<file path="src/rtl/recip_seq.sv">
// recip_seq: sequential X/Y ray reciprocal using one time-shared Q6.10 reciprocal unit.
// Produces signed 1/rx, 1/ry plus their magnitudes and saturation flags.

module recip_q610 (
    input  logic [15:0] i_x,
    input  logic        i_abs,
    output logic [15:0] o_data,
    output logic        o_sat
);
    logic [16:0] w_mag;
    logic [20:0] w_div;
    logic [20:0] w_quo;
    logic [14:0] w_res;
    assign w_mag  = i_x[15] ? (17'h10000 - {1'b0, i_x}) : {1'b0, i_x};
    assign w_div  = (w_mag == 17'd0) ? 21'd1 : {4'd0, w_mag};
    // 1.0 in Q6.10 squared is 2^20, so 2^20/|x| is |1/x| in Q6.10
    assign w_quo  = 21'h100000 / w_div;
    assign o_sat  = (w_mag == 17'd0) || (w_quo > 21'd32767);
    assign w_res  = o_sat ? 15'h7FFF : w_quo[14:0];
    assign o_data = (i_x[15] && !i_abs) ? (16'd0 - {1'b0, w_res}) : {1'b0, w_res};
endmodule

module recip_seq #(
    parameter bit ZERO_SAT = 1'b1
) (
    input  logic        clk,
    input  logic        reset,
    input  logic        in_valid,
    output logic        in_ready,
    input  logic [15:0] in_rx,
    input  logic [15:0] in_ry,
    output logic        out_valid,
    input  logic        out_ready,
    output logic [15:0] out_rcp_x,
    output logic [15:0] out_rcp_y,
    output logic [15:0] out_dlt_x,
    output logic [15:0] out_dlt_y,
    output logic        out_sat_x,
    output logic        out_sat_y,
    output logic        busy
);
    typedef enum logic [1:0] {IDLE, CALC_X, CALC_Y, DONE} state_t;
    state_t      r_state;
    state_t      w_next;
    logic [15:0] r_rx;
    logic [15:0] r_ry;
    logic [15:0] r_rcp_x;
    logic [15:0] r_rcp_y;
    logic [15:0] r_dlt_x;
    logic [15:0] r_dlt_y;
    logic        r_sat_x;
    logic        r_sat_y;
    logic [15:0] w_op;
    logic [15:0] w_data;
    logic        w_sat;
    logic        w_zero;
    logic [15:0] w_rcp;
    logic        w_min;
    logic [15:0] w_dlt;
    logic        w_sat_all;

    always_ff @(posedge clk or posedge reset) begin
        if (reset)
            r_state <= IDLE;
        else
            r_state <= w_next;
    end

    always_comb begin
        w_next = (r_state == IDLE)   ? (in_valid ? CALC_X : IDLE) :
                 (r_state == CALC_X) ? CALC_Y :
                 (r_state == CALC_Y) ? DONE :
                 (out_ready ? IDLE : DONE);
    end

    always_comb begin
        in_ready  = (r_state == IDLE) && !reset;
        out_valid = (r_state == DONE);
        busy      = (r_state != IDLE);
    end

    assign w_op = (r_state == CALC_X) ? r_rx : r_ry;

    recip_q610 u_rcp (
        .i_x    (w_op),
        .i_abs  (1'b0),
        .o_data (w_data),
        .o_sat  (w_sat)
    );

    assign w_zero    = ZERO_SAT && (w_op == 16'd0);
    assign w_rcp     = w_zero ? 16'h7FFF : w_data;
    // -0x8000 is not representable, so its magnitude clamps and is flagged
    assign w_min     = (w_rcp == 16'h8000);
    assign w_dlt     = w_min ? 16'h7FFF : (w_rcp[15] ? (16'd0 - w_rcp) : w_rcp);
    assign w_sat_all = w_zero || w_sat || w_min;

    always_ff @(posedge clk or posedge reset) begin
        if (reset) begin
            r_rx    <= '0;
            r_ry    <= '0;
            r_rcp_x <= '0;
            r_rcp_y <= '0;
            r_dlt_x <= '0;
            r_dlt_y <= '0;
            r_sat_x <= 1'b0;
            r_sat_y <= 1'b0;
        end else if (r_state == IDLE && in_valid) begin
            r_rx <= in_rx;
            r_ry <= in_ry;
        end else if (r_state == CALC_X) begin
            r_rcp_x <= w_rcp;
            r_dlt_x <= w_dlt;
            r_sat_x <= w_sat_all;
        end else if (r_state == CALC_Y) begin
            r_rcp_y <= w_rcp;
            r_dlt_y <= w_dlt;
            r_sat_y <= w_sat_all;
        end
    end

    assign out_rcp_x = r_rcp_x;
    assign out_rcp_y = r_rcp_y;
    assign out_dlt_x = r_dlt_x;
    assign out_dlt_y = r_dlt_y;
    assign out_sat_x = r_sat_x;
    assign out_sat_y = r_sat_y;
endmodule

</file>
<file path="config.mk">
export PLATFORM = sky130hd
export DESIGN_NAME = recip_seq
export DESIGN_NICKNAME = d
export VERILOG_FILES = /design/src/rtl/recip_seq.sv
export SDC_FILE = /design/constraint.sdc
export NUM_CORES = 1
export LEC_CHECK = 0
export CELL_PAD_IN_SITES_DETAIL_PLACEMENT = 0
export CELL_PAD_IN_SITES_GLOBAL_PLACEMENT = 2
export CORE_ASPECT_RATIO = 1.2
export CORE_UTILIZATION = 33
export DETAILED_ROUTE_END_ITERATION = 12
export GPL_TIMING_DRIVEN = 1
export PLACE_DENSITY_LB_ADDON = 0.1
export SLEW_MARGIN = 10
export SYNTH_ARGS = -nofsm -noshare
export SYNTH_HDL_FRONTEND = slang
export SYNTH_HIERARCHICAL = 1
export SYNTH_SLANG_ARGS = --single-unit
</file>
<file path="constraint.sdc">
create_clock -name clk -period 42 [get_ports clk]
set_input_delay 4.2 -clock clk [delete_from_list [all_inputs] [get_ports clk]]
set_output_delay 4.2 -clock clk [all_outputs]
set_load 0.005 [all_outputs]
</file>
After elaboration in Yosys (flattened, before gate mapping). Index checks and enable logic that the tools add are counted.

Flip-flop bits (word level): 100. Input bits: 36. Output and inout port bits: 69. Word-level logic and storage cells: 45.

Add/sub/neg operators: 3. Divide/modulo/power cells: 1. $lt $le $gt $ge: 1. Equality and inequality tests: 4. Mux-type cells: 13. Bitwise gates (word level): 2. Reductions and logical operators: 12.

Operator list (number): two-way mux 16 bit (5); two-way mux 17 bit (2); divider 21 x 21 -> 21 bit (first input constant) (1); > comparator 21 x 15 -> 1 bit (second input constant) (1); logical NOT 17 bit (1); subtractor 17 x 16 -> 17 bit (first input constant) (1); == test 16 bit (second input constant) (1); logical NOT 16 bit (1); subtractor 1 x 15 -> 16 bit (first input constant) (1); subtractor 1 x 16 -> 16 bit (first input constant) (1); two-way mux 15 bit (1); two-way mux 2 bit (4); == test 2 bit (second input constant) (2); logical OR 1 bit (3); AND reduction 3 bit (1); == test 2 x 1 -> 1 bit (second input constant) (1); logical AND 1 bit (2); logical NOT 2 bit (1); NOT 1 bit (2); AND reduction 2 bit (1); nonzero test 2 bit (1); logical NOT 1 bit (1); two-way mux 1 bit (1).

Longest topological paths before layout.
Word-level depth: 16. Depth in mapped cells: 242. Gate-level depth less buffers: 219.

By module. Netlist, hierarchy kept.

By module, submodules not included: recip_q610 (times used 1, cells an instance 1997, area each 13670.6 um^2, sequential area each 0.0 um^2); recip_seq (times used 1, cells an instance 460, area each 4548.1 um^2, sequential area each 2502.4 um^2).

Least setup slack after synthesis. Ideal clock, no wire load.

Kind: register to register. From: reg r_state[0]. To: reg r_dlt_x[10] (netlist: out_dlt_x[10]). Setup time: 0.073 ns. Arrival: 45.944 ns. Data required time: 41.927 ns. Slack: -4.017 ns. Stages on the path, launching flop included: 222. Path buffers: 29. Period minus slack after synthesis: 46.017 ns. Cells stage by stage: dfrtp_1 -> clkbuf_1 -> nor2b_1 -> clkbuf_1 -> clkbuf_1 -> nand2_1 -> nand2_1 -> buf_1 -> inv_1 -> clkbuf_1 -> ha_1 -> or3b_2 -> o31a_1 -> o22ai_1 -> and4_1 -> nand2_1 -> or3_1 -> ha_1 -> [186 not listed] -> a21o_1 -> a21oi_1 -> o21ai_0 -> a21oi_1 -> o21ai_0 -> a211o_1 -> nor3_1 -> ha_1 -> inv_1 -> nor3_1 -> nor3_1 -> a211o_1 -> or2_2 -> clkbuf_1 -> nor4b_4 -> a211oi_1 -> buf_6 -> a21oi_2.

Cells in the longest elaborated chain, start to end: 16. Elaborated cells on any way between the ends: 22. Classes of those cells: add/sub (3); div (1); order compare (1); eq/ne (2); mux (8); bitwise (1); reduce/logical (6).

RTL lines: start, declared (line 43) `state_t r_state;`; start signal, assigned (line 66) `r_state <= w_next;`; == test 2 x 1 -> 1 bit (*) (line 82) `assign w_op = (r_state == CALC_X) ? r_rx : r_ry;`; two-way mux 16 bit (*) (line 82); net w_op[0] (line 53) `logic [15:0] w_op;`; subtractor 17 x 16 -> 17 bit (line 14) `assign w_mag = i_x[15] ? (17'h10000 - {1'b0, i_x}) : {1'b0, i_x};`; two-way mux 17 bit (*) (line 14); logical NOT 17 bit (line 15, 18); two-way mux 17 bit (line 15) `assign w_div = (w_mag == 17'd0) ? 21'd1 : {4'd0, w_mag};`; divider 21 x 21 -> 21 bit (line 17) `assign w_quo = 21'h100000 / w_div;`; [2 not listed]; two-way mux 15 bit (*) (line 19) `assign w_res = o_sat ? 15'h7FFF : w_quo[14:0];`; subtractor 1 x 15 -> 16 bit (line 20) `assign o_data = (i_x[15] && !i_abs) ? (16'd0 - {1'b0, w_res}) : {1'b0, w_res};`; two-way mux 16 bit (*) (line 20); net w_data[4] (line 54) `logic [15:0] w_data;`; two-way mux 16 bit (*) (line 92) `assign w_rcp = w_zero ? 16'h7FFF : w_data;`; subtractor 1 x 16 -> 16 bit (line 95) `assign w_dlt = w_min ? 16'h7FFF : (w_rcp[15] ? (16'd0 - w_rcp) : w_rcp);`; two-way mux 16 bit (line 95); two-way mux 16 bit (*) (line 95); end signal, assigned (line 113) `r_dlt_x <= w_dlt;`; end, declared (line 49) `logic [15:0] r_dlt_x;`.

The timed path passes the listed nets; every way through them passes the cells marked *. A chain may end at the register's enable or synchronous reset.

Worst setup path after layout.
From: reg r_state[0]. To: reg r_dlt_y[13] (netlist: out_dlt_y[13]).

Cells in the longest elaborated chain, start to end: 16. Elaborated cells on any way between the ends: 24. Classes of those cells: add/sub (3); div (1); order compare (1); eq/ne (3); mux (8); bitwise (2); reduce/logical (6).

RTL lines: == test 2 x 1 -> 1 bit (*) (line 82); two-way mux 16 bit (*) (line 82); net w_op[7] (line 53); subtractor 17 x 16 -> 17 bit (line 14); two-way mux 17 bit (*) (line 14); logical NOT 17 bit (line 15, 18); two-way mux 17 bit (line 15); divider 21 x 21 -> 21 bit (line 17); [2 not listed]; two-way mux 15 bit (*) (line 19); subtractor 1 x 15 -> 16 bit (line 20); two-way mux 16 bit (*) (line 20); net w_data[7] (line 54); two-way mux 16 bit (*) (line 92); subtractor 1 x 16 -> 16 bit (line 95); two-way mux 16 bit (line 95); two-way mux 16 bit (*) (line 95); end signal, assigned (line 117) `r_dlt_y <= w_dlt;`; end, declared (line 50) `logic [15:0] r_dlt_y;`.

Marked as above.

==> results.sh <==
export IMPL_status="finished clean"
export IMPL_crit_fanout=7
export IMPL_synthCells=2457
export IMPL_tritoncts="done"
export IMPL_wire_per_inst_um=21.65
export IMPL_rrSetupSlack_ps=1390
export IMPL_drv_slew=0
export IMPL_gp_congestion=0.9345
export IMPL_dieArea_sq_um=56160
export IMPL_grt_max_degree=67
export IMPL_drt_first_pass_iters=6
export IMPL_worstHoldPathType="flip-flop to flip-flop"
export IMPL_grt_usage_pct=29.06
export IMPL_routed_via_density=5.632
export IMPL_cp_common_cell="buf_4"
export IMPL_max_slew_margin_rel_pct=25.26
export IMPL_clk_latency_ps=370
export IMPL_antenna_left=0
export IMPL_max_freq_mhz=24.63
export IMPL_critical_path_slowest_cell="or4_4"
export IMPL_ys_types=101
export IMPL_clock_path_buffers=2
export IMPL_grt_pass1_wl_um=127000
export IMPL_h_tree_depth=3
export IMPL_drcViolationCount=0
export IMPL_antenna_found_initial=1
export IMPL_fin_crit_ps=40610
export IMPL_slowest_delay_ps=560
export IMPL_overflow=0
export IMPL_grt_pass1_vias=21976
export IMPL_synth_seq_cells=100
export IMPL_worstSetupEndpointType="flip-flop"
export IMPL_fillers=5292
export IMPL_yosysSeqAreaShare_pct=13.74
export IMPL_synthArstFlopShare_pct=100.0
export IMPL_period_share_pct=96.69
export IMPL_clk_pin_slew_ps=90
export IMPL_final_common_cell="buf_4"
export IMPL_setup_tns_ps=0
export IMPL_diodes=0
export IMPL_synth_edff_count=0
export IMPL_core_sq_um=54110
export IMPL_clockRootBuffer="clkbuf_16"
export IMPL_fp_dieW_um=216.5
export IMPL_skew_ps=15.19
export IMPL_start_kind="flip-flop"
export IMPL_cts_buffers=9
export IMPL_critPathKind="flip-flop to flip-flop"
export IMPL_layout_common_cells="buf_4 (705), nor2_1 (275), nand2_1 (228)"
export IMPL_max_cap_viol_count=0
export IMPL_layout_nets=3445
export IMPL_cp_arrival_ps=40840
export IMPL_hold_viol=0
export IMPL_clock_sinks=100
export IMPL_critical_path_top_delay_family="compound AO/OA/AOI/OAI gates"
export IMPL_worst_slew_pin_slew_ps=1118
export IMPL_drive_gt1_share_pct=36.34
export IMPL_synth_avg_cell_area_sq_um=7.415
export IMPL_routed_wl_um=84950
export IMPL_portBuffers=104
export IMPL_dp_hpwl_um=66120
export IMPL_ios=105
export IMPL_num_rows=93
export IMPL_area_growth_pct=51.55
export IMPL_ys_flop_type="dfrtp_1"
export IMPL_synth_warning_count=6
export IMPL_num_vias=22095
export IMPL_start_util_pct=33.67
export IMPL_drt_iter0_markers=1453
export IMPL_worstPathRequired_ps=42240
export IMPL_die_h_um=259.4
export IMPL_crit_buf_inv=20
export IMPL_syn_area_sq_um=18220
export IMPL_setup_violations=0
-- stage by stage --
stage	hold WS (ps)	util, %	instances	instance area [sq um]	worst slack (ps)
6_report	471.9	51.03	3923	27610	1392
3_5_place_dp	458.8	46.27	3816	25040	-1647
4_1_cts	478.8	47.48	3850	25690	25.98
3_3_place_gp	453.7	46.27	3816	25040	-1285
2_1_floorplan	462.8	-	2461	18680	14.02
5_1_grt	505.7	51.03	3923	27610	-438.6
-- cell type report --
type	instances	area (sq um)	area share, %
Multi-Input combinational cell	2182	16940	61.35
Clock buffer	9	225.2	0.8157
Clock inverter	7	91.34	0.3308
Tap cell	712	890.9	3.227
Sequential cell	100	2504	9.068
Inverter	80	302.8	1.097
Timing Repair Buffer	833	6656	24.11
-- cells in the mapped netlist (all sizes together), types with 30 or more instances --
cell type / count / share of area (%)
nor2: 292 / 6.0
nand2: 240 / 4.9
a21oi: 225 / 6.4
ha: 203 / 14
o21ai: 153 / 4.2
xnor2: 101 / 4.9
a21o: 100 / 4.1
dfrtp: 100 / 14
mux2: 92 / 5.7
inv: 79 / 1.6
clkbuf: 70 / 1.4
xor2: 63 / 3.1
nor3: 53 / 1.5
nand3: 51 / 1.4
o21a: 41 / 1.7
a31oi: 38 / 1.3
nand2b: 31 / 1.1
buf: 30 / 0.93
-- worst register-to-register path: cells and delay by family (launching register included) --
family | cells | cell delay [ps]
compound gates | 97 | 18760
simple gates | 57 | 9760
fa+ha+maj | 20 | 5590
buf+inv | 20 | 2880
mux | 9 | 2850
flops | 1 | 460
xor+xnor | 1 | 170
-- per-layer routing --
metal  routed length [um]  up-vias  part of all wire, %  GRT usage, %
li1                     -    10642                    -             -
met4                 4244        0                  5.0         13.11
met2                42420      587                   50         53.12
met1                35320    10666                   42         34.83
met3                 2972      200                  3.5         1.523
met5                    0        -                    0             0
-- final timing paths --
path	start	end	cells past startpoint
worst max-delay path	r_state[0]$_DFF_PP0_	out_dlt_y[13]$_DFFE_PP0P_	204
worst min-delay path	out_rcp_x[11]$_DFFE_PP0P_	out_rcp_x[11]$_DFFE_PP0P_	2
worst max register to register	r_state[0]$_DFF_PP0_	out_dlt_y[13]$_DFFE_PP0P_	204
worst min register to register	out_rcp_x[11]$_DFFE_PP0P_	out_rcp_x[11]$_DFFE_PP0P_	2
max in group asynchronous	reset	out_rcp_y[7]$_DFFE_PP0P_	3
min in group asynchronous	reset	r_rx[14]$_DFFE_PP0P_	2
-- flip-flops by register name, summed over array words and instances, names as in the netlist --
signal,cells
out_dlt_x,16
out_sat_x,1
r_rx,16
out_dlt_y,16
out_sat_y,1
out_rcp_y,16
r_ry,16
out_rcp_x,16
r_state,2
-- kinds of logic (layout without fill, tap and decap cells) --
kind of cell	count (synthesis)	after routing	synth area share (%)
multiplexers	113	113	6.840
AND/OR/NAND/NOR	880	880	23.25
buffers and inverters	180	929	4.018
XOR/XNOR	164	164	7.925
other	2	6	0.04122
flip-flops	100	100	13.74
AO/OA/AOI/OAI	815	816	30.25
adder cells (fa/ha/maj)	203	203	13.94
-- repair_timing --
action / CTS / global route
setup buffers: 18 / 72
hold buffers: 0 / 0
resized for setup: 41 / 283
setup endpoints to repair: 64 / 64
cloned: 0 / 1
pin swaps: 17 / 135
Power is left out: the tool's default activity adds up to more than one toggle a clock period on the data nets, which glitch-free logic cannot reach.
